## config.mk

```make
export PLATFORM = sky130hd
export DESIGN_NAME = nic_host_agent
export DESIGN_NICKNAME = d
export VERILOG_FILES = /design/src/rtl/nic_pkg.sv /design/src/rtl/nic_host_agent.sv
export SDC_FILE = /design/constraint.sdc
export NUM_CORES = 1
export LEC_CHECK = 0
export ABC_AREA = 1
export BUFFER_PORTS_ARGS = -buffer_cell sky130_fd_sc_hd__buf_4
export CORE_MARGIN = 5
export CORE_UTILIZATION = 27
export DETAILED_ROUTE_END_ITERATION = 7
export GPL_TIMING_DRIVEN = 0
export MAX_ROUTING_LAYER = met4
export PLACE_DENSITY = 0.57
export SETUP_SLACK_MARGIN = 0.3
export SKIP_CTS_REPAIR_TIMING = 1
export SYNTH_ARGS = -nofsm -noshare
export SYNTH_HDL_FRONTEND = slang
export SYNTH_SLANG_ARGS = --single-unit
```

## constraint.sdc

```tcl
create_clock -name clk -period 3.74 [get_ports clk]
set_input_delay 0.374 -clock clk [delete_from_list [all_inputs] [get_ports clk]]
set_output_delay 0.374 -clock clk [all_outputs]
set_load 0.05 [all_outputs]
```

## src/rtl/nic_pkg.sv

```systemverilog
`default_nettype none
// ============================================================================
// Module      : nic_pkg
// Description : NIC register-port addresses and host-agent FSM encoding.
// Revision    : 1.0 - initial release
// ============================================================================
package nic_pkg;

    localparam logic [1:0] ADDR_IN_BUF   = 2'b00;
    localparam logic [1:0] ADDR_IN_STAT  = 2'b01;
    localparam logic [1:0] ADDR_OUT_BUF  = 2'b10;
    localparam logic [1:0] ADDR_OUT_STAT = 2'b11;

    typedef enum logic [2:0] {
        ST_IDLE    = 3'd0,
        ST_OST_RD  = 3'd1,
        ST_OST_CHK = 3'd2,
        ST_OUT_WR  = 3'd3,
        ST_IST_RD  = 3'd4,
        ST_IST_CHK = 3'd5,
        ST_IN_RD   = 3'd6,
        ST_IN_CAP  = 3'd7
    } state_t;

endpackage
`default_nettype wire

```

## src/rtl/nic_host_agent.sv

```systemverilog
`default_nettype none
// ============================================================================
// Module      : nic_host_agent
// Description : Host-side initiator for one NIC register port; moves TX packets
//               into the NIC output buffer and RX packets out to the host.
// Revision    : 1.0 - initial release
// ============================================================================
module nic_host_agent
    import nic_pkg::*;
#(
    parameter int DW       = 64,
    parameter int CNT_W    = 16,
    parameter int STAT_BIT = 0
) (
    input  logic             clk,
    input  logic             reset,
    input  logic             tx_valid,
    input  logic [DW-1:0]    tx_data,
    output logic             tx_ready,
    output logic             rx_valid,
    output logic [DW-1:0]    rx_data,
    input  logic             rx_ready,
    output logic [1:0]       nic_addr,
    output logic [DW-1:0]    nic_do,
    input  logic [DW-1:0]    nic_di,
    output logic             nic_en,
    output logic             nic_wr_en,
    output logic [CNT_W-1:0] tx_cnt,
    output logic [CNT_W-1:0] rx_cnt
);

    state_t           r_state;
    state_t           w_next;
    logic             r_tx_full;
    logic             r_tx_rdy;
    logic             r_rx_valid;
    logic             r_last_tx;
    logic [DW-1:0]    r_tx_buf;
    logic [DW-1:0]    r_rx_data;
    logic [CNT_W-1:0] r_tx_cnt;
    logic [CNT_W-1:0] r_rx_cnt;

    logic             w_en;
    logic             w_wr;
    logic [1:0]       w_addr;
    logic [DW-1:0]    w_do;
    logic             w_tx_hs;
    logic             w_rx_hs;
    logic             w_tx_cand;
    logic             w_rx_cand;
    logic             w_stat;

    assign w_tx_hs   = tx_valid && tx_ready;
    assign w_rx_hs   = r_rx_valid && rx_ready;
    assign w_tx_cand = r_tx_full;
    // The RX slot counts as free in the cycle the host drains it.
    assign w_rx_cand = !r_rx_valid || rx_ready;
    assign w_stat    = nic_di[STAT_BIT];

    always_comb begin
        w_next = r_state;
        w_en   = 1'b0;
        w_wr   = 1'b0;
        w_addr = ADDR_IN_BUF;
        w_do   = '0;
        case (r_state)
            ST_IDLE: begin
                if (w_tx_cand && (!w_rx_cand || !r_last_tx))
                    w_next = ST_OST_RD;
                else if (w_rx_cand)
                    w_next = ST_IST_RD;
            end
            ST_OST_RD: begin
                w_en   = 1'b1;
                w_addr = ADDR_OUT_STAT;
                w_next = ST_OST_CHK;
            end
            ST_OST_CHK: w_next = w_stat ? ST_IDLE : ST_OUT_WR;
            ST_OUT_WR: begin
                w_en   = 1'b1;
                w_wr   = 1'b1;
                w_addr = ADDR_OUT_BUF;
                w_do   = r_tx_buf;
                w_next = ST_IDLE;
            end
            ST_IST_RD: begin
                w_en   = 1'b1;
                w_addr = ADDR_IN_STAT;
                w_next = ST_IST_CHK;
            end
            ST_IST_CHK: w_next = w_stat ? ST_IN_RD : ST_IDLE;
            ST_IN_RD: begin
                w_en   = 1'b1;
                w_addr = ADDR_IN_BUF;
                w_next = ST_IN_CAP;
            end
            ST_IN_CAP: w_next = ST_IDLE;
            default:   w_next = ST_IDLE;
        endcase
    end

    always_ff @(posedge clk) begin
        if (reset) begin
            r_state    <= ST_IDLE;
            r_tx_full  <= 1'b0;
            r_tx_rdy   <= 1'b0;
            r_rx_valid <= 1'b0;
            r_last_tx  <= 1'b0;
            r_tx_buf   <= '0;
            r_rx_data  <= '0;
            r_tx_cnt   <= '0;
            r_rx_cnt   <= '0;
        end else begin
            r_state  <= w_next;
            r_tx_rdy <= 1'b1;

            if (w_tx_hs) begin
                r_tx_buf  <= tx_data;
                r_tx_full <= 1'b1;
            end else if (r_state == ST_OUT_WR) begin
                r_tx_full <= 1'b0;
                r_tx_cnt  <= r_tx_cnt + CNT_W'(1);
            end

            if (r_state == ST_IN_CAP) begin
                r_rx_data  <= nic_di;
                r_rx_valid <= 1'b1;
                r_rx_cnt   <= r_rx_cnt + CNT_W'(1);
            end else if (w_rx_hs) begin
                r_rx_valid <= 1'b0;
            end

            // Remember which side was granted so the other wins the next tie.
            if (r_state == ST_IDLE && w_next == ST_OST_RD)
                r_last_tx <= 1'b1;
            else if (r_state == ST_IDLE && w_next == ST_IST_RD)
                r_last_tx <= 1'b0;
        end
    end

    // NIC strobes are suppressed while reset is held so an interrupted access
    // never reaches the NIC.
    assign nic_en    = w_en && !reset;
    assign nic_wr_en = w_wr && !reset;
    assign nic_addr  = reset ? ADDR_IN_BUF : w_addr;
    assign nic_do    = reset ? '0 : w_do;

    assign tx_ready  = r_tx_rdy && !r_tx_full;
    assign rx_valid  = r_rx_valid;
    assign rx_data   = r_rx_data;
    assign tx_cnt    = r_tx_cnt;
    assign rx_cnt    = r_rx_cnt;

endmodule
`default_nettype wire

```

==> results by group, run 1 <==
Status
  – Run status: finished clean

STA
  – Clk_skew: 13.8 ps
  – Unrepaired setup endpoints after global routing: false
  – Tcrit/Tclk final: 65.3%
  – Final WS setup: 1300 ps
  – Setup TNS: 0 ps
  – Relative max-transition margin: 53.0%
  – Actual slew at the worst max-slew pin: 705 ps
  – Slew Viols, Final: 0
  – WHS: 195 ps
  – Tmin final: 2440 ps
  – Final setup fails: 0
  – Final hold viol count: 0
  – Fmax: 0.409 GHz

Yosys
  – Syn Nets: 1075
  – Top_reg_cell synth: dfxtp_1
  – Cell Area, Synth: 0.00672 sq mm
  – Ys async rst share: 0%
  – Yosys synthesis warning count: 0
  – Number of synthesized flops with an enable pin: 0
  – Top cell type's share of synthesized area: 49.7%
  – Post-synthesis cell type count: 23
  – Syn Area/Cell: 7.14 sq um
  – Most common cell in the synthesized netlist: nand2_1
  – Area leader, netlist: dfxtp_1
  – Post-Syn Instances: 941
  – Dominant cells by area after synthesis: dfxtp_1 (50%), nand2_1 (12%), a21oi_1 (11%), nor2_1 (6.3%), o21ai_0 (6.0%)
  – Sequential fraction of the synthesis area: 49.7%
  – Yosys reg bits: 167
  – Post-synth top cells: nand2_1 (216), dfxtp_1 (167), a21oi_1 (151), nor2_1 (112), inv_1 (106)

Clocking
  – TritonCTS clock tree: built
  – CTS root buf: clkbuf_16
  – H-tree levels: 4
  – Sink Count: 167
  – Latest clock arrival within the worst-skew pair: 430 ps
  – Worst-path clk slew: 80 ps
  – Max Buffers Root-to-Sink: 2
  – CTS Buf Count: 17

Drt
  – Initial DRC count: 345
  – Post-route ant nets: 0
  – Vias: 7044
  – Drt wl/cell: 15.0 um
  – DRC: 0
  – Via/cell ratio: 4.42
  – Routed wire length: 23.9 mm
  – Drt pass-1 iters: 4

Setup path
  – Critical path arrival: 2070 ps
  – Critical path class: flip-flop to output port
  – Family with the most delay on the worst path: buffers and inverters
  – Worst path bufs/invs: 4
  – Cells along the critical path: buf_4, nand2_1, nor2_2, nand2_1, buf_2, buf_2, nor2_1, buf_4
  – Worst path max stage delay: 310 ps
  – Critical path's slowest cell: dfxtp_1
  – CP endpoint kind: output port
  – Worst setup SP type: flip-flop
  – CP required: 3370 ps
  – Crit Path Max Fanout: 10

Power and ir drop
  – Leak Pwr: 4.21 nW
  – Tot Pwr: 4.07 mW
  – Peak supply drop: 233 uV
  – PwrDens: 409 mW/mm^2

Die
  – Core ar.: 0.0244 sq mm
  – Top-Level Pins: 298
  – Die Wd: 168 um
  – Initial Utilization: 27.6%
  – Die ar.: 0.0281 sq mm
  – Die H: 168 um
  – Rows: 57

Placed design
  – GP Congestion: 0.877
  – Placed Area: 0.00936 sq mm
  – Cells after DPL: 1562
  – DPL Wire Length: 18.6 mm
  – Setup WS pre-CTS: 1320 ps
  – I/O Buffers: 297

Global routing
  – Initial antenna violation count: 0
  – Final global-route overflow total: 0
  – Tot GR Track Use: 16.8%
  – Vias in the first global route: 6728
  – Largest net degree at the start of global routing: 17
  – First-pass GRT wire length: 36.6 mm

Worst hold path
  – Hold Path Class: input pin to flip-flop

Finish
  – Post-route insts no fill: 1594
  – Share of cells above drive strength 1: 28.7%
  – Fin area: 0.00994 sq mm
  – Final core occ: 40.8%
  – Layout net count: 1391
  – P&R area growth vs syn: 47.9%
  – Diode count: 0
  – Fillers: 2600

Job
  – Max_cap viols: 0
[path summary, 6_finish.rpt]
check	depth (start not counted)	to	startpoint	slack [ps]
max reg2reg	8	rx_cnt[12]	r_state[2]	2150
min	3	rx_data[35]	nic_di[35]	200
min reg2reg	2	r_tx_buf[62]	r_tx_buf[62]	450
max	8	nic_do[35]	r_state[1]	1300
[cells by family (layout without fill, tap and decap cells)]
group	after synthesis	after routing	synth area share (%)
buf+inv	164	493	9.77
compound gates	243	243	18.5
simple gates	365	365	21.7
flops	167	167	49.7
fa+ha+maj	2	2	0.372
[sequential cells by signal, summed over array words and instances, names as in the netlist]
signal and count:
rx_data 64, r_state 3, r_tx_buf 64, rx_valid 1, r_last_tx 1, rx_cnt 16, r_tx_full 1, r_tx_rdy 1
tx_cnt 16
[placed cells by master (no fill, tap or decap)]
cell type	synthesis	layout
buf_4	2	299
nand2_1	216	216
dfxtp_1	167	167
a21oi_1	151	151
nor2_1	112	112
inv_1	106	106
o21ai_0	81	81
clkbuf_1	33	34
buf_2	21	21
nand3_1	18	18
clkbuf_16	0	17
nor2_2	7	7
nand4_1	4	4
a211oi_1	3	3
o21bai_1	3	3
a31oi_1	3	3
nor3_1	3	3
inv_6	0	3
clkinv_4	0	3
nand2_2	2	2
o21a_1	2	2
nand3_2	2	2
ha_1	2	2
clkinvlp_4	0	2
inv_8	0	2
nand3_4	1	1
inv_2	1	1
buf_6	1	1
clkinv_2	0	1
clkinv_8	0	1
clkbuf_8	0	1
bufinv_16	0	1
[worst min-delay path: stages]
cell and delay (ps):
buf_4 110, nand2_1 50, a21oi_1 50
[area by class of cell]
class                           instances  area [sq um]  share of cell area [%]
Clock buffer                           19           443                    4.46
Sequential cell                       167          3340                    33.6
Multi-Input combinational cell        610          2720                    27.4
Buffer                                 57           255                    2.57
Inverter                              107           402                    4.04
Clock inverter                         13           141                    1.42
Tap cell                              324           405                    4.08
Timing Repair Buffer                  297          2230                    22.4
[power breakdown]
part | total [mW] | switching (mW) | internal, mW
combinational | 0.431 | 0.256 | 0.175
sequential | 1.87 | 0.0241 | 1.84
clock | 1.77 | 0.809 | 0.959
[routing by layer]
layer | wire length (um) | global-route usage (%) | vias to the layer above
met5 | 0 | - | -
met4 | 323 | 4.48 | 0
met3 | 2350 | 6.44 | 18
met2 | 10500 | 25.8 | 270
met1 | 10600 | 20.7 | 3137
li1 | - | - | 3619
No activity file was read; power rests on OpenSTA's default activity.
==> run 2, diff against run 1 <==
- clock period: 3.74 -> 2.4 ns (I/O delays scaled with it)
==> results by group, run 2 (synthesis gave the netlist of run 1 again) <==
Drt
  – Drt pass-1 iters: 4 (unchanged)
  – Post-route ant nets: 0 (unchanged)
  – Routed wire length: 25.0 mm (was 23.9 mm)
  – Vias: 7095 (was 7044)
  – Initial DRC count: 309 (was 345)
  – DRC: 0 (unchanged)
  – Via/cell ratio: 4.43 (was 4.42)
  – Drt wl/cell: 15.6 um (was 15.0 um)

Setup path
  – R2r endpoint: r_tx_buf[58] (was rx_cnt[12])
  – Worst r2r src: r_tx_full (was r_state[2])
  – CP required: 2160 ps (was 3370 ps)
  – R2R Setup Slk: 730 ps (was 2150 ps)
  – Worst setup SP type: flip-flop (unchanged)
  – CP endpoint kind: output port (unchanged)
  – Crit Path Max Fanout: 10 (unchanged)
  – Worst Setup SP: r_state[1] (unchanged)
  – R2r worst-path depth: 6 (was 8)
  – Critical path arrival: 1800 ps (was 2070 ps)
  – Critical path class: flip-flop to output port (unchanged)

Die
  – Die H: 168 um (unchanged)
  – Rows: 57 (unchanged)
  – Die ar.: 0.0281 sq mm (unchanged)
  – Core ar.: 0.0244 sq mm (unchanged)
  – Top-Level Pins: 298 (unchanged)
  – Die Wd: 168 um (unchanged)
  – Initial Utilization: 27.6% (unchanged)

Status
  – Run status: finished clean (unchanged)

Global routing
  – Initial antenna violation count: 0 (unchanged)
  – Vias in the first global route: 6840 (was 6728)
  – First-pass GRT wire length: 38.1 mm (was 36.6 mm)
  – Tot GR Track Use: 17.5% (was 16.8%)
  – Final global-route overflow total: 0 (unchanged)
  – Largest net degree at the start of global routing: 17 (unchanged)

Power and ir drop
  – Peak supply drop: 427 uV (was 233 uV)
  – PwrDens: 610 mW/mm^2 (was 409 mW/mm^2)
  – Net switching power: 1.77 mW (was 1.09 mW)
  – Clock Power Share: 42.7% (was 43.5%)
  – Seq pwr share: 45.8% (was 45.9%)
  – Leak Pwr: 4.33 nW (was 4.21 nW)
  – Net Sw Frac: 27.7% (was 26.8%)
  – Internal power: 4.60 mW (was 2.98 mW)
  – Combinational cell fraction of total power: 11.5% (was 10.6%)

Placed design
  – GP Congestion: 0.867 (was 0.877)
  – Placed Area: 0.00936 sq mm (about the same)
  – DPL Wire Length: 19.1 mm (was 18.6 mm)
  – I/O Buffers: 297 (unchanged)

STA
  – Slew Viols, Final: 0 (unchanged)
  – Relative max-transition margin: 52.3% (was 53.0%)
  – Fmax: 0.490 GHz
  – Unrepaired setup endpoints after global routing: true (was false)
  – Actual slew at the worst max-slew pin: 715 ps (was 705 ps)
  – Tcrit/Tclk final: 85.0%
  – WHS: 63.1 ps (was 195 ps)
  – Final setup fails: 0 (unchanged)
  – Clk_skew: 11.8 ps (was 13.8 ps)
  – Setup TNS: 0 ps (unchanged)
  – Tmin final: 2040 ps
  – Final hold viol count: 0 (unchanged)

Job
  – Max_cap viols: 0 (unchanged)

Clocking
  – Sink Count: 167 (unchanged)
  – TritonCTS clock tree: built (unchanged)
  – CTS Buf Count: 17 (unchanged)
  – Worst-path clk slew: 70 ps (was 80 ps)
  – Max Buffers Root-to-Sink: 2 (unchanged)
  – Latest clock arrival within the worst-skew pair: 420 ps (was 430 ps)
  – CTS root buf: clkbuf_16 (unchanged)
  – H-tree levels: 4 (unchanged)

Finish
  – Fin area: 0.0104 sq mm (was 0.00994 sq mm)
  – Most frequent cells in the layout: buf_4 (256), nand2_1 (214), dfxtp_1 (166) (was buf_4 (299), nand2_1 (216), dfxtp_1 (167))
  – Share of cells above drive strength 1: 33.5% (was 28.7%)
  – P&R area growth vs syn: 55.3% (was 47.9%)
  – Final core occ: 42.8% (was 40.8%)
  – Most common cell after layout, fill and taps aside: buf_4 (unchanged)
  – Layout net count: 1400 (was 1391)
  – Fillers: 2557 (was 2600)
  – Diode count: 0 (unchanged)

Worst hold path
  – Worst Hold Endpoint: rx_data[18] (was rx_data[35])
  – Hold path startpoint: nic_di[18] (was nic_di[35])
  – Number of cells on the worst hold path: 3 (unchanged)
  – Hold Path Class: input pin to flip-flop (unchanged)
-- run 2: cell count changes in the layout (fill, tap and decap cells not counted), moves of 2 or more --
cell / change
clkinv_4: +2
clkbuf_1: -2
buf_2: -4
nand2_1: -2
nor2_2: +41
buf_4: -43
buf_8: +6
nor2_1: -49
nor2_4: +8
buf_6: +50
-- run 2: how the worst max path moves through the flow --
stage / endpoint / slack [ps] / cells past startpoint
floorplan: nic_do[54] / 530 / 7
global placement: nic_addr[1] / 200 / 5
detailed placement: nic_addr[1] / 220 / 5
CTS: nic_do[33] / 90 / 8
global route: nic_do[58] / 270 / 8
finish: nic_do[25] / 360 / 8
-- run 2: cell type report --
| type | instances | area (sq um) | share of cell area [%] |
|---|---|---|---|
| clock buffers | 20 | 457 | 4.38 |
| inverters | 107 | 402 | 3.85 |
| well taps | 324 | 405 | 3.89 |
| clock inverters | 12 | 115 | 1.10 |
| plain buffers | 57 | 315 | 3.02 |
| multi-input cells | 610 | 2900 | 27.8 |
| flip-flops and latches | 167 | 3340 | 32.1 |
| repair buffers | 306 | 2500 | 23.9 |
-- run 2: routing by layer --
metal	part of all wire [%]	track usage, %	vias up
met2	46	27.3	288
li1	-	-	3633
met5	0	-	-
met1	44	21.3	3158
met3	9.5	6.60	16
met4	1.2	4.83	0
-- run 2: power groups by stage --
| stage | Combinational (mW) | Clock, mW | Sequential [mW] |
|---|---|---|---|
| global route | 0.808 | 2.95 | 2.92 |
| detailed placement | 0.680 | 0 | 2.97 |
| floorplan | 0.333 | 0 | 3.01 |
| global placement | 0.674 | 0 | 2.97 |
| finish | 0.733 | 2.72 | 2.91 |
| CTS | 0.683 | 2.81 | 2.91 |
-- run 2: worst max-delay path: stages (launching register included) --
cell and delay (ps):
dfxtp_2 320, buf_6 110, nand2_2 60, nor2_4 160, nand2_4 90, buf_8 160
buf_6 160, nor2_1 130, buf_6 170
-- run 2: metrics by stage --
step | total power [mW] | cells | worst slack, ps
3_3_place_gp | 3.65 | 1562 | 195
2_1_floorplan | 3.34 | 941 | 526
6_report | 6.37 | 1603 | 359
3_5_place_dp | 3.65 | 1562 | 220
4_1_cts | 6.41 | 1594 | 85.1
5_1_grt | 6.68 | 1603 | 271
